**src/rtl/sdram_cmd_sequencer.sv**
```systemverilog
// sdram_cmd_sequencer -- SDRAM command sequencer: init-sequence pulses
// (PRECHARGE / REFRESH / LOAD_MODE), hidden refresh, and single READA/WRITEA
// accesses with auto-precharge. Command pins are registered, one command per cycle.
// Build option: define SDRAM_REF_PREALL_EN to precede every hidden refresh
// with a precharge-all and a tRP wait.
module sdram_cmd_sequencer (
  input  logic        CLK,
  input  logic        RESET_N,
  input  logic        NOP,
  input  logic        READA,
  input  logic        WRITEA,
  input  logic        REFRESH,
  input  logic        PRECHARGE,
  input  logic        LOAD_MODE,
  input  logic [21:0] SADDR,
  input  logic        REF_REQ,
  input  logic        INIT_REQ,
  output logic        REF_ACK,
  output logic        CM_ACK,
  output logic        OE,
  output logic [11:0] SA,
  output logic [1:0]  BA,
  output logic        CS_N,
  output logic        RAS_N,
  output logic        CAS_N,
  output logic        WE_N,
  output logic        CKE
);

  // {CS_N, RAS_N, CAS_N, WE_N}
  localparam logic [3:0] CMD_NOP   = 4'b0111;
  localparam logic [3:0] CMD_ACT   = 4'b0011;
  localparam logic [3:0] CMD_READ  = 4'b0101;
  localparam logic [3:0] CMD_WRITE = 4'b0100;
  localparam logic [3:0] CMD_PRE   = 4'b0010;
  localparam logic [3:0] CMD_REF   = 4'b0001;
  localparam logic [3:0] CMD_MRS   = 4'b0000;
  localparam logic [3:0] CMD_DESEL = 4'b1111;

  // Wait-state counter loads. A wait state lasts (load + 1) cycles; together
  // with the one-cycle command state this gives the command-to-command spacing
  // (tRCD 3, tRP 3, tRFC 8, tMRD 2). The post-RD/WR gap is 12 NOP cycles.
  localparam logic [3:0]  RCD_LD     = 4'd1;
  localparam logic [3:0]  RP_LD      = 4'd1;
  localparam logic [3:0]  RFC_LD     = 4'd6;
  localparam logic [3:0]  MRD_LD     = 4'd0;
  localparam logic [3:0]  GAP_LD     = 4'd11;
  localparam logic [2:0]  OE_LD      = 3'd7;    // 8-beat write burst
  localparam logic [11:0] SA_ALLBANK = 12'h400; // A10 = all banks / auto-precharge

  typedef enum logic [3:0] {
    ST_IDLE, ST_ACT, ST_RCD_WAIT, ST_RDWR, ST_BURST_WAIT, ST_PREALL,
    ST_RP_WAIT, ST_AREF, ST_RFC_WAIT, ST_MRS, ST_MRD_WAIT
  } state_t;

  state_t      state_q, state_d;
  logic [3:0]  cnt_q, cnt_d;
  logic [3:0]  cmd_q, cmd_d;
  logic [11:0] sa_q, sa_d;
  logic [1:0]  ba_q, ba_d;
  logic        ref_ack_q, ref_ack_d;
  logic        cm_ack_q, cm_ack_d;
  logic        oe_q, oe_d;
  logic [2:0]  oe_cnt_q, oe_cnt_d;
  logic        cke_q;
  logic [1:0]  bank_q, bank_d;
  logic [7:0]  col_q, col_d;
  logic        wr_q, wr_d;
`ifdef SDRAM_REF_PREALL_EN
  logic        hidden_q, hidden_d;  // current PREALL belongs to a hidden refresh
`endif

  logic rw_req;
  logic wr_start;

  assign rw_req   = (READA | WRITEA) & ~NOP;
  assign wr_start = (state_q == ST_RCD_WAIT) && (cnt_q == 4'd0) && wr_q;

  // Next-state and next-pin logic; commands are only accepted in IDLE.
  always_comb begin
    state_d   = state_q;
    cnt_d     = cnt_q;
    cmd_d     = CMD_NOP;
    sa_d      = sa_q;
    ba_d      = ba_q;
    ref_ack_d = 1'b0;
    cm_ack_d  = 1'b0;
    bank_d    = bank_q;
    col_d     = col_q;
    wr_d      = wr_q;
`ifdef SDRAM_REF_PREALL_EN
    hidden_d  = hidden_q;
`endif
    case (state_q)
      ST_IDLE: begin
        if (PRECHARGE) begin
          state_d = ST_PREALL;
          cmd_d   = CMD_PRE;
          sa_d    = SA_ALLBANK;
`ifdef SDRAM_REF_PREALL_EN
          hidden_d = 1'b0;
`endif
        end else if (REFRESH) begin
          state_d = ST_AREF;
          cmd_d   = CMD_REF;
        end else if (LOAD_MODE) begin
          state_d = ST_MRS;
          cmd_d   = CMD_MRS;
          sa_d    = SADDR[11:0];
          ba_d    = 2'b00;
        end else if (REF_REQ && !INIT_REQ) begin
`ifdef SDRAM_REF_PREALL_EN
          state_d  = ST_PREALL;
          cmd_d    = CMD_PRE;
          sa_d     = SA_ALLBANK;
          hidden_d = 1'b1;
`else
          state_d   = ST_AREF;
          cmd_d     = CMD_REF;
          ref_ack_d = 1'b1;
`endif
        end else if (rw_req) begin
          // Address is captured here; later SADDR changes are ignored.
          state_d = ST_ACT;
          cmd_d   = CMD_ACT;
          sa_d    = SADDR[19:8];
          ba_d    = SADDR[21:20];
          bank_d  = SADDR[21:20];
          col_d   = SADDR[7:0];
          wr_d    = ~READA;
        end
      end
      ST_ACT: begin
        state_d = ST_RCD_WAIT;
        cnt_d   = RCD_LD;
      end
      ST_RCD_WAIT: begin
        if (cnt_q == 4'd0) begin
          state_d  = ST_RDWR;
          cmd_d    = wr_q ? CMD_WRITE : CMD_READ;
          sa_d     = {2'b01, 2'b00, col_q};
          ba_d     = bank_q;
          cm_ack_d = 1'b1;
        end else begin
          cnt_d = cnt_q - 4'd1;
        end
      end
      ST_RDWR: begin
        state_d = ST_BURST_WAIT;
        cnt_d   = GAP_LD;
      end
      ST_PREALL: begin
        state_d = ST_RP_WAIT;
        cnt_d   = RP_LD;
      end
      ST_RP_WAIT: begin
        if (cnt_q == 4'd0) begin
`ifdef SDRAM_REF_PREALL_EN
          if (hidden_q) begin
            state_d   = ST_AREF;
            cmd_d     = CMD_REF;
            ref_ack_d = 1'b1;
            hidden_d  = 1'b0;
          end else begin
            state_d = ST_IDLE;
          end
`else
          state_d = ST_IDLE;
`endif
        end else begin
          cnt_d = cnt_q - 4'd1;
        end
      end
      ST_AREF: begin
        state_d = ST_RFC_WAIT;
        cnt_d   = RFC_LD;
      end
      ST_MRS: begin
        state_d = ST_MRD_WAIT;
        cnt_d   = MRD_LD;
      end
      ST_BURST_WAIT, ST_RFC_WAIT, ST_MRD_WAIT: begin
        if (cnt_q == 4'd0) state_d = ST_IDLE;
        else               cnt_d   = cnt_q - 4'd1;
      end
      default: state_d = ST_IDLE;
    endcase
  end

  // Write-data enable: high for 8 cycles starting with the WRITE command cycle.
  always_comb begin
    oe_d     = oe_q;
    oe_cnt_d = oe_cnt_q;
    if (wr_start) begin
      oe_d     = 1'b1;
      oe_cnt_d = OE_LD;
    end else if (oe_q) begin
      if (oe_cnt_q == 3'd0) oe_d     = 1'b0;
      else                  oe_cnt_d = oe_cnt_q - 3'd1;
    end
  end

  // State, pin and capture registers; reset deselects the device with CKE low.
  always_ff @(posedge CLK or negedge RESET_N) begin
    if (!RESET_N) begin
      state_q   <= ST_IDLE;
      cnt_q     <= '0;
      cmd_q     <= CMD_DESEL;
      sa_q      <= '0;
      ba_q      <= '0;
      ref_ack_q <= 1'b0;
      cm_ack_q  <= 1'b0;
      oe_q      <= 1'b0;
      oe_cnt_q  <= '0;
      cke_q     <= 1'b0;
      bank_q    <= '0;
      col_q     <= '0;
      wr_q      <= 1'b0;
`ifdef SDRAM_REF_PREALL_EN
      hidden_q  <= 1'b0;
`endif
    end else begin
      state_q   <= state_d;
      cnt_q     <= cnt_d;
      cmd_q     <= cmd_d;
      sa_q      <= sa_d;
      ba_q      <= ba_d;
      ref_ack_q <= ref_ack_d;
      cm_ack_q  <= cm_ack_d;
      oe_q      <= oe_d;
      oe_cnt_q  <= oe_cnt_d;
      cke_q     <= 1'b1;
      bank_q    <= bank_d;
      col_q     <= col_d;
      wr_q      <= wr_d;
`ifdef SDRAM_REF_PREALL_EN
      hidden_q  <= hidden_d;
`endif
    end
  end

  assign {CS_N, RAS_N, CAS_N, WE_N} = cmd_q;
  assign SA      = sa_q;
  assign BA      = ba_q;
  assign CKE     = cke_q;
  assign OE      = oe_q;
  assign REF_ACK = ref_ack_q;
  assign CM_ACK  = cm_ack_q;

endmodule
```
**config.mk**
```make
export PLATFORM = sky130hd
export DESIGN_NAME = sdram_cmd_sequencer
export DESIGN_NICKNAME = d
export VERILOG_FILES = /design/src/rtl/sdram_cmd_sequencer.sv
export SDC_FILE = /design/constraint.sdc
export NUM_CORES = 1
export LEC_CHECK = 0
export BUFFER_PORTS_ARGS = -buffer_cell sky130_fd_sc_hd__buf_2
export CORE_MARGIN = 3
export CORE_UTILIZATION = 45
export CTS_CLUSTER_SIZE = 20
export DETAILED_ROUTE_END_ITERATION = 12
export PLACE_DENSITY = 0.71
export SLEW_MARGIN = 0
export SYNTH_ARGS = -nofsm -noshare
export SYNTH_HDL_FRONTEND = slang
export SYNTH_SLANG_ARGS = --single-unit
```
**constraint.sdc**
```tcl
create_clock -name CLK -period 1.89 [get_ports CLK]
set_input_delay 0.2835 -clock CLK [delete_from_list [all_inputs] [get_ports CLK]]
set_output_delay 0.2835 -clock CLK [all_outputs]
set_load 0.01 [all_outputs]
```
# Word-level counts from Yosys, hierarchy flattened
# Cells that the tools add are included.
[classes]
addsub = 2
n_eq_ne = 22
mux = 45
n_bitwise = 8
reduce_logical = 19
[op_table]
columns = ["cell", "n"]
rows = [
  ["12-bit two-way mux", 6],
  ["4-bit two-way mux", 8],
  ["4-bit one-hot mux with 8 select lines", 1],
  ["3-bit two-way mux", 8],
  ["12-bit one-hot mux with 2 select lines", 1],
  ["4-bit one-hot mux with 5 select lines", 1],
  ["4-bit by 3-bit == test with 1-bit output (second input constant)", 4],
  ["2-bit two-way mux", 7],
  ["4-bit == test (second input constant)", 3],
  ["6-bit AND reduction", 2],
  ["1-bit two-way mux", 11],
  ["3-bit inequality test (second input constant)", 3],
  ["4-bit by 2-bit == test with 1-bit output (second input constant)", 2],
  ["4-bit zero test", 2],
  ["2-bit inequality test (second input constant)", 4],
  ["4-bit inequality test (second input constant)", 2],
  ["6-bit inequality test (second input constant)", 1],
  ["1-bit inverter", 6],
  ["3-bit one-hot mux with 2 select lines", 1],
  ["5-bit AND reduction", 1],
  ["5-bit nonzero test", 1],
  ["5-bit OR reduction", 1],
  ["4-bit by 1-bit == test with 1-bit output (second input constant)", 1],
  ["2-bit by 1-bit inequality test with 1-bit output (second input constant)", 2],
  ["13 further kinds", 17],
]
[word_totals]
ff_bits = 44
input_bits = 32
out_inout_bits = 22
elab_cells = 109

# Depth between registers and ports, before layout
# Gate-level depths: netlist of run 1.
[logic_depth]
word_depth = 8
ltp_mapped = 7
mapped_depth_nobuf = 6

# Least setup slack after synthesis of run 1
# Ideal clock, no wire load.
[synth_path]
path_kind = "flip-flop to flip-flop"
from = "register cnt_q[0]"
to = "register sa_q[0], in the netlist SA[0]"
setup_time_ns = 0.125
arrival_ns = 1.915
t_required_ns = 1.765
setup_slack_ns = -0.150
stages_incl_launch_ff = 8
n_path_buf = 1
synth_period_minus_slack_ns = 2.040
cell_sequence = "dfrtp_1 > inv_1 > ha_1 > or3b_1 > a221oi_2 > o31ai_1 > buf_6 > mux2_4"
[synth_via]
elab_chain_cells = 3
[synth_rtl]
columns = ["item", "line_no", "rtl"]
rows = [
  ["start: declaration", "57", "logic [3:0] cnt_q, cnt_d;"],
  ["start signal: assignment", "224", "cnt_q <= cnt_d;"],
  ["4-bit zero test", "138", "if (cnt_q == 4'd0) begin"],
  ["2-bit by 1-bit inequality test with 1-bit output (no source line)", "n/a", ""],
  ["5-bit AND reduction (no source line)", "n/a", ""],
  ["end signal: assignment", "209", "sa_q <= '0;"],
  ["end signal: assignment", "226", "sa_q <= sa_d;"],
  ["end: declaration", "59", "logic [11:0] sa_q, sa_d;"],
]
# No other way between the ends.
# A chain may end at the register's enable or synchronous reset.

# Final worst setup path of run 1
[layout_path]
from = "register cnt_q[1]"
to = "register sa_q[1], in the netlist SA[1]"
# Same word-level chain as after synthesis.

==> results of run 1 <==
power groups by stage:
stage | sequential, mW | combinational [mW] | clock (mW)
after detailed placement | 1.56 | 2.22 | 0
after floorplan | 1.62 | 1.44 | 0
after global placement | 1.55 | 2.16 | 0
after global routing | 1.60 | 2.46 | 0.770
after CTS | 1.55 | 2.24 | 0.716
final | 1.55 | 2.22 | 0.699
per-layer routing:
layer / track usage / part of all wire
met1: 0.253 / 0.48
met2: 0.288 / 0.47
met3: 0.0406 / 0.047
met4: 0.0412 / 0.0015
met5: 0 / 0
per-stage QoR:
stage,setup TNS [ps],utilization,instances,cell area [um2],hold slack [ps]
floorplan,-499,-,226,2450,-12.1
global placement,-278,0.556,355,2880,391
detailed placement,-555,0.556,355,2880,389
CTS,-281,0.579,364,3000,71.7
global route,-983,0.579,364,3000,86.5
finish,-214,0.579,364,3000,49.1
logic make-up (layout without fill, tap and decap cells):
kind of cell,Yosys count,count (layout),synth area share
fa+ha+maj,4,4,0.0206
simple gates,63,63,0.139
other cells,2,2,0.00310
xor+xnor,3,3,0.0108
buf+inv,24,92,0.0516
flops,44,44,0.456
compound gates,53,53,0.163
mux,33,33,0.156
registers in the layout, indices dropped and copies added, names as in the netlist:
| signal | cells |
|---|---|
| col_q | 8 |
| CKE | 1 |
| cnt_q | 4 |
| oe_cnt_q | 3 |
| BA | 2 |
| SA | 12 |
| bank_q | 2 |
| CM_ACK | 1 |
| wr_q | 1 |
| cmd_q | 4 |
| OE | 1 |
| REF_ACK | 1 |
| state_q | 4 |
layout make-up:
type                       count  area (um2)  area share
inverter                       9        33.8      0.0113
multi-input combinational    158        1210       0.405
clock buffer                   5        68.8      0.0230
timing repair buffer          75         443       0.148
clock inverter                 3        42.5      0.0142
sequential                    44        1110       0.369
tap                           70        87.6      0.0292
final timing paths:
| kind | depth (start not counted) | slack, ps | to | start |
|---|---|---|---|---|
| worst max-delay path | 7 | -40 | SA[1] | cnt_q[1] |
| worst min-delay path | 2 | 50 | CKE | RESET_N |
| worst max register to register | 7 | -40 | SA[1] | cnt_q[1] |
| worst min register to register | 1 | 500 | SA[11] | SA[11] |
| max in group asynchronous | 2 | 1460 | cmd_q[0] | RESET_N |
| min in group CLK | 2 | 190 | wr_q | READA |
layout by cell type, fill, tap and decap left out, types with 2 or more instances in the layout:
cell type	n
a21o_1	3
a21oi_1	4
a221o_1	2
a221oi_1	4
a22o_1	2
a31oi_1	3
and2_1	2
buf_2	53
buf_4	21
clkbuf_8	5
conb_1	2
dfrtp_1	40
dfstp_2	4
ha_1	3
inv_1	7
inv_2	2
mux2_1	4
mux2_2	10
mux2_4	6
mux2i_1	13
nand2_1	21
nand2b_1	4
nor2_1	15
nor3_1	5
nor3b_1	2
o211ai_1	2
o21ai_0	12
o22a_1	2
o2bb2ai_1	3
o31a_1	2
o31ai_1	3
or2_2	2
or3_1	2
xnor2_1	3
repair_timing:
item,in CTS,in global routing
buffers inserted,1,0
gates resized for setup,1,0
hold buffers,0,0
pin swaps,0,0
endpoints found under the setup margin,10,12
==> metrics.yaml, run 1 <==
cts.sinks: 44
yosys.cell_types.count: 54
synth_edf_count: 0
syn2layout_area_growth_pct: 23.5
critPathMaxStageDelay_ps: 390
setup_violations: 8
seqPwrFrac: 0.347
worst_pin_slew_ps: 525
final_antenna_net_count: 0
cts_made_buffers: 5
report.final.slew_viol_count: 0
fin_worst_skew_ps: 6.63
p_leak_nw: 1.48
yosysTopAreaCellShare: 0.413
clkLatencyLatePin_ps: 290
cp.required_ps: 2070
power_mw: 4.47
arrival_ps: 2110
drv_cap: 0
antenna_cells: 0
yosys_warnings: 0
finalCriticalPeriod_ps: 1930
die_w_um: 79.4
cts_buffer_depth: 2
synthArstFlopShare: 1.00
p_switching_mw: 1.63
cts_tree: "yes"
place_ws_ps: -82.7
critical_path_class: "register to register"
slew_headroom: 0.650
fill_cells: 457
drive_gt1_frac: 0.398
place.gp.congestion: 0.851
violations: "negative setup slack"
nets: 329
io_pins: 54
grt_pass1_vias: 1854
cp_max_fo: 11
min_period_over_period: 1.02
track_usage: 0.181
drt-initial-drc-count: 149
worst_slack_ps: -43.6
clockRootBuffer: "clkbuf_8"
rows: 26
min-delay-path-class: "input pin to async pin"
dieArea_um2: 6310
synth_seq_cells: 44
synth_top_area_cell: "dfrtp_1"
ys_top_cells_by_count: "dfrtp_1, nand2_1, nor2_1, mux2i_1, o21ai_0"
port_buffers: 53
netSwitchingFraction: 0.364
comb_power_share: 0.497
antenna_found_initial: 0
worst_setup_path_end_kind: "register"
p_int_mw: 2.85
vdd_ir_drop_max_uv: 721
drc_errors: 0
h-tree-depth: 2
grt_pass1_wl_um: 8940
core_area_um2: 5170
synthTopCellsByArea: "dfrtp_1, mux2i_1, mux2_2"
rsz0062_at_grt: "true"
path_buf_inv: 2
syn-num-nets: 262
powerDensity_nw_per_um2: 1490
synth.most_common_cell: "dfrtp_1"
p_clk_frac: 0.156
hold_viol_final: 0
status: "complete, but fails checks"
grt_max_degree: 45
drt-pass1-iter-count: 4
crit_family: "flip-flops"
vias: 1926
cts.clk_slew.worst_paths_ps: 80
ys.flop_type: "dfrtp_1"
globalRouteOverflowTotal: 0
crit_path_start_kind: "register"
yosysSeqAreaShare: 0.456
max_freq_ghz: 0.517
synthCells: 226
path_cells: "inv_2 -> ha_4 -> or3b_4 -> a221oi_2 -> o31ai_2 -> buf_12 -> mux2_4"
viasPerCell: 5.29
start_util: 0.469
synth_area_um2: 2430
synth.avg_cell_area_um2: 10.7
wl_per_cell_um: 14.6
cpMaxStageDelayCell: "dfrtp_1"
drt-total-wl_um: 5320
chipHeight_um: 79.4
dp_hpwl_um: 3980
Note: power is estimated with default switching activity, not from simulation.
==> inputs of run 2 (changes only) <==
ABC_AREA = 1   (was not set)
==> run 2 against run 1 <==
Net effect:
- highest routed layer unchanged
- the flow now finishes without violations
- hold slack worse by 5.6 ps
- critical path depth up 1
- sequential share of layout area up 1.4 points
- routed wire length up 3.5%
- sequential power down 3%
- total power down 7.9%
- worst setup slack better by 220 ps
- count of clock-buffer cells in the layout up 1
- die area up 1.7%
- largest power group unchanged
==> metrics.yaml, run 2 <==
synthCells: 324  # +43%
place_ws_ps: 170  # +253 ps
fin_cells: 450  # +24%
port_buffers: 53  # unchanged
clockRootBuffer: "clkbuf_8"
io_pins: 54  # unchanged
fin_util: 0.555  # -0.0245
cp_max_fo: 13  # +2
synth_top_family_by_area: "simple AND/OR/NAND/NOR gates"
slew_headroom: 0.631  # -0.0184
power_mw: 4.12  # -7.9%
place.gp.congestion: 0.832  # -2.3%
cts_buffer_depth: 2  # unchanged
start_util: 0.475  # +0.00548
cp.required_ps: 2080  # about the same
drv_cap: 0  # unchanged
synth.most_common_cell: "nand2_1"
p_leak_nw: 1.59  # +8.0%
comb_power_share: 0.488  # -0.009
arrival_ps: 1900  # -210 ps
cts.sinks: 44  # unchanged
synth_area_um2: 2470  # +1.8%
synth_top_area_cell: "dfrtp_1"
seqPwrFrac: 0.365  # +0.018
final_antenna_net_count: 0  # unchanged
p_int_mw: 2.32  # -18%
fin_area_um2: 2890  # -3.6%
rsz0062_at_grt: "false"
syn2layout_area_growth_pct: 16.9
vias: 2233  # +16%
grt_pass1_wl_um: 8990  # +0.54%
fin_worst_skew_ps: 4.53  # -2.10 ps
drt-initial-drc-count: 147  # -1.3%
drt-total-wl_um: 5510  # +3.5%
drc_errors: 0  # unchanged
report.final.slew_viol_count: 0  # unchanged
chipHeight_um: 80.1  # +0.83%
yosys_warnings: 0  # unchanged
antenna_found_initial: 0  # unchanged
final_common_cell: "nand2_1"
max_freq_ghz: 0.585  # +13%
die_w_um: 80.1  # +0.83%
crit_path_start_kind: "register"
h-tree-depth: 2  # unchanged
cts_made_buffers: 5  # unchanged
critPathMaxStageDelay_ps: 440  # +50 ps
vdd_ir_drop_max_uv: 495  # -31%
syn-num-nets: 360  # +37%
p_clk_frac: 0.147  # -0.009
worst_setup_path_end_kind: "register"
track_usage: 0.181  # -0.000710
min_period_over_period: 0.905  # -0.118
antenna_cells: 0  # unchanged
post_dp_cell_area_um2: 2770  # -3.9%
dp_hpwl_um: 4110  # +3.2%
min-delay-path-class: "input pin to async pin"
wl_per_cell_um: 12.2  # -16%
largest_register_ffs: 12  # unchanged
path_cells: "nor2_4 -> nand2_2 -> nor2_4 -> nor2_8 -> buf_4 -> buf_4 -> nand4_1 -> nand2_1"
synth_edf_count: 0  # unchanged
final_cell_mix: "nand2_1, buf_2, dfrtp_1"
synth_compound_area_frac: 0.0800  # -0.0834
dieArea_um2: 6410  # +1.7%
synthTopCellsByArea: "dfrtp_1, nand2_1, nand3_1"
setup-tns-final_ps: 0  # +214 ps
nets: 415  # +26%
hold_viol_final: 0  # unchanged
fill_cells: 485  # +6.1%
finalCriticalPeriod_ps: 1710  # -223 ps
powerDensity_nw_per_um2: 1430  # -4.4%
grt_max_degree: 45  # unchanged
globalRouteOverflowTotal: 0  # unchanged
yosys.cell_types.count: 32  # -41%
dp.cells: 438  # +23%
p_switching_mw: 1.80  # +11%
synth_xor_area_frac: 0.00355  # -0.00728
worst_slack_ps: 180  # +223 ps
cts_tree: "yes"
yosysTopAreaCellShare: 0.405  # -0.00732
core_area_um2: 5200  # +0.63%
synth_seq_cells: 44  # unchanged
synthArstFlopShare: 1.00  # unchanged
cpMaxStageDelayCell: "dfrtp_1"
ys_top_cells_by_count: "nand2_1, dfrtp_1, inv_1, nand3_1, o21ai_0"
setup_violations: 0  # -8
critical_path_class: "register to register"
ys.flop_type: "dfrtp_1"
cts.clk_slew.worst_paths_ps: 80  # about the same
status: "complete, no violations"
drt-pass1-iter-count: 4  # unchanged
synth_fa_ha_area_frac: 0.0203  # -0.000366
grt_pass1_vias: 1936  # +4.4%
netSwitchingFraction: 0.437  # +0.0731
viasPerCell: 4.96  # -6.2%
rows: 26  # unchanged
yosysSeqAreaShare: 0.448  # -0.00808
worst_pin_slew_ps: 553  # +27.7 ps
synth.avg_cell_area_um2: 7.62  # -29%
clkLatencyLatePin_ps: 300  # about the same
yosys.area_share.simple: 0.360  # +0.221
synth.area.mux_share: 0  # -0.156
drive_gt1_frac: 0.239  # -0.158
holdWs_ps: 43.5  # -5.56 ps
run 2: changes by cell type after synthesis, moves of 6 or more:
cell,delta
mux2i_1,-13
mux2_4,-6
o21ai_1,+7
nand3_1,+28
nand2_1,+89
mux2_2,-10
o21ai_0,+11
nand4_1,+18
inv_1,+25
run 2: cells by family (layout without fill, tap and decap cells):
family | Yosys count | count (layout)
adders and majority gates | 4 | 4
AOI/OAI and AO/OA | 37 | 37
and+or+nand+nor | 188 | 188
other | 2 | 2
xor gates and xnor gates | 1 | 1
buffers and inverters | 48 | 104
DFF | 44 | 44
run 2: power by group through the flow:
stage	sequential, mW	combinational, mW	clock (mW)
floorplan	1.54	1.47	0
global placement	1.52	1.88	0
detailed placement	1.51	1.92	0
CTS	1.50	1.92	0.635
global route	1.54	2.29	0.677
finish	1.50	2.01	0.607
run 2: per-layer routing:
layer | track usage | wire, um
met1 | 0.270 | 2740
met5 | 0 | 0
met3 | 0.0392 | 287
met4 | 0.0659 | 83
met2 | 0.255 | 2400
run 2: critical path, delay by kind of cell, from the launching register on:
family                 cells  cell delay (ps)
DFF                        1              440
buffers and inverters      2              260
and+or+nand+nor            6              890
run 2: cell type report:
class / count / area, um2 / share of cell area
repair buffers: 59 / 310 / 0.107
inverters: 37 / 139 / 0.0481
flip-flops and latches: 44 / 1110 / 0.383
well taps: 70 / 87.6 / 0.0303
clock inverters: 2 / 10.0 / 0.00347
multi-input cells: 232 / 1150 / 0.399
clock buffers: 6 / 82.6 / 0.0286
run 2: final timing paths:
path / to / cells after the start / from / slack, ps
max: BA[0] / 8 / state_q[2] / 180
min: SA[11] / 2 / RESET_N / 40
max reg2reg: BA[0] / 8 / state_q[2] / 180
min reg2reg: cnt_q[1] / 2 / cnt_q[1] / 480
max in group asynchronous: cmd_q[2] / 2 / RESET_N / 1450
min in group CLK: wr_q / 2 / READA / 170
run 2: timing repair:
action | in CTS | in global routing
endpoints found under the setup margin | 0 | 6
setup buffers | 0 | 4
resized for setup | 0 | 0
hold buffers | 0 | 0
==> inputs of run 3 (changes only) <==
CORE_MARGIN = 2   (was 3)
==> run 3 against run 2 <==
Net effect:
- fmax up 0.97%
- clock skew up 5.0 ps
- clock power up 21%
- critical path type unchanged
- cell count down 0.22%
- sequential cell count unchanged
- worst setup slack better by 16 ps
==> metrics.yaml, run 3 (synthesized netlist as in run 2, its figures left out) <==
status: "complete, no violations"
die_w_um: 78.1  # -2.5%
powerDensity_nw_per_um2: 1440  # +0.61%
dieArea_um2: 6100  # -4.9%
report.final.slew_viol_count: 0  # unchanged
cts_tree: "yes"
nets: 414  # -0.24%
holdWs_ps: 187  # +143 ps
rows: 26  # unchanged
drc_errors: 0  # unchanged
final_cell_mix: "nand2_1, buf_2, dfrtp_1"
cts_resized: 0  # unchanged
crit_path_start_kind: "register"
p_int_mw: 2.37  # +2.3%
drt-pass1-iter-count: 6  # +2
cp.required_ps: 2080  # about the same
drive_gt1_frac: 0.235  # -0.00465
clockRootBuffer: "clkbuf_8"
antenna_cells: 0  # unchanged
drt-initial-drc-count: 153  # +4.1%
dp.cells: 440  # +0.46%
wl_per_cell_um: 11.9  # -2.7%
globalRouteOverflowTotal: 0  # unchanged
antenna_found_initial: 0  # unchanged
drv_cap: 0  # unchanged
fill_cells: 503  # +3.7%
cts.clk_slew.worst_paths_ps: 90  # about the same
cts_made_buffers: 5  # unchanged
grt_pass1_wl_um: 8830  # -1.8%
cp_max_fo: 18  # +5
p_clk_frac: 0.176  # +0.029
r2r_slack_ps: 200  # +20 ps
core_area_um2: 5200  # unchanged
viasPerCell: 4.99  # +0.49%
netSwitchingFraction: 0.431  # -0.00589
arrival_ps: 1880  # -20 ps
vdd_ir_drop_max_uv: 533  # +7.7%
finalCriticalPeriod_ps: 1690  # -16.4 ps
port_buffers: 53  # unchanged
worstReg2RegEnd: "SA[3]"
worst_setup_path_end_kind: "register"
min_path_cells: 2
r2r_start: "cnt_q[0]"
max_freq_ghz: 0.590  # +0.97%
final_antenna_net_count: 0  # unchanged
syn2layout_area_growth_pct: 17.6
fin_worst_skew_ps: 9.49  # +4.96 ps
min-delay-path-class: "input pin to register"
setup_violations: 0  # unchanged
dp_hpwl_um: 4080  # -0.75%
final_common_cell: "nand2_1"
io_pins: 54  # unchanged
cts.sinks: 44  # unchanged
critical_path_class: "register to register"
p_leak_nw: 1.59  # -0.24%
clkLatencyLatePin_ps: 300  # about the same
hold_start: "READA"
seqPwrFrac: 0.359  # -0.006
fin_cells: 449  # -0.22%
h-tree-depth: 2  # unchanged
reg2reg_depth: 9  # +1
power_mw: 4.17  # +1.2%
vias: 2239  # +0.27%
p_switching_mw: 1.80  # -0.14%
setup-tns-final_ps: 0  # unchanged
whs_endpoint: "wr_q"
fin_util: 0.558  # +0.00337
cts_buffer_depth: 2  # unchanged
chipHeight_um: 78.1  # -2.5%
grt_max_degree: 23  # -49%
largest_register_ffs: 12  # unchanged
rsz0062_at_grt: "false"
min_period_over_period: 0.896  # -0.00867
track_usage: 0.182  # +0.00153
comb_power_share: 0.465  # -0.023
place.gp.congestion: 0.908  # +9.1%
hold_viol_final: 0  # unchanged
start_util: 0.475  # unchanged
drt-total-wl_um: 5350  # -2.9%
grt_pass1_vias: 1864  # -3.7%
run 3: metrics by stage:
stage               worst slack, ps  cell area [um2]
floorplan                       428             2470
global placement                266             2780
detailed placement              204             2780
CTS                             193             2910
global route                   50.4             2910
finish                          196             2910
run 3: metal layers:
layer	track usage	vias up	routed length, um
li1	-	1149	-
met1	0.291	1014	2710
met5	0	-	0
met4	0.0474	0	52
met3	0.0379	6	314
met2	0.249	70	2270
run 3: worst max-delay path by stage:
stage | start | endpoint | slack (ps) | cells past startpoint
4_1_cts | cnt_q[0] | SA[4] | 190 | 9
3_3_place_gp | cnt_q[0] | SA[7] | 270 | 9
6_report | cnt_q[0] | SA[3] | 200 | 9
5_1_grt | cnt_q[0] | SA[2] | 50 | 9
2_1_floorplan | cnt_q[0] | SA[0] | 430 | 10
3_5_place_dp | cnt_q[0] | SA[7] | 200 | 9
run 3: cell type report:
type                    count  area [um2]  area share
clock buffers               5        68.8      0.0237
clock inverters             3        46.3      0.0159
inverters                  37         139      0.0478
multi-input cells         232        1150       0.397
flip-flops and latches     44        1110       0.381
well taps                  70        87.6      0.0301
repair buffers             58         305       0.105
run 3: what timing repair did:
item / CTS / global route
hold buffers: 1 / 0
endpoints found under the hold margin: 16 / 0
buffers inserted: 0 / 0
run 3: critical path, stage by stage (launching register included):
cell,delay [ps]
dfrtp_1,380
inv_1,140
ha_1,160
nand3_1,120
inv_1,140
nor2_4,70
nor2_8,230
nand3_4,200
nand2_1,100
nand2_1,50
run 3: power groups by stage:
stage | sequential, mW | combinational [mW] | clock [mW]
3_3_place_gp | 1.51 | 1.89 | 0
6_report | 1.50 | 1.94 | 0.735
4_1_cts | 1.50 | 1.94 | 0.755
5_1_grt | 1.54 | 2.21 | 0.795
3_5_place_dp | 1.51 | 1.93 | 0
2_1_floorplan | 1.54 | 1.47 | 0
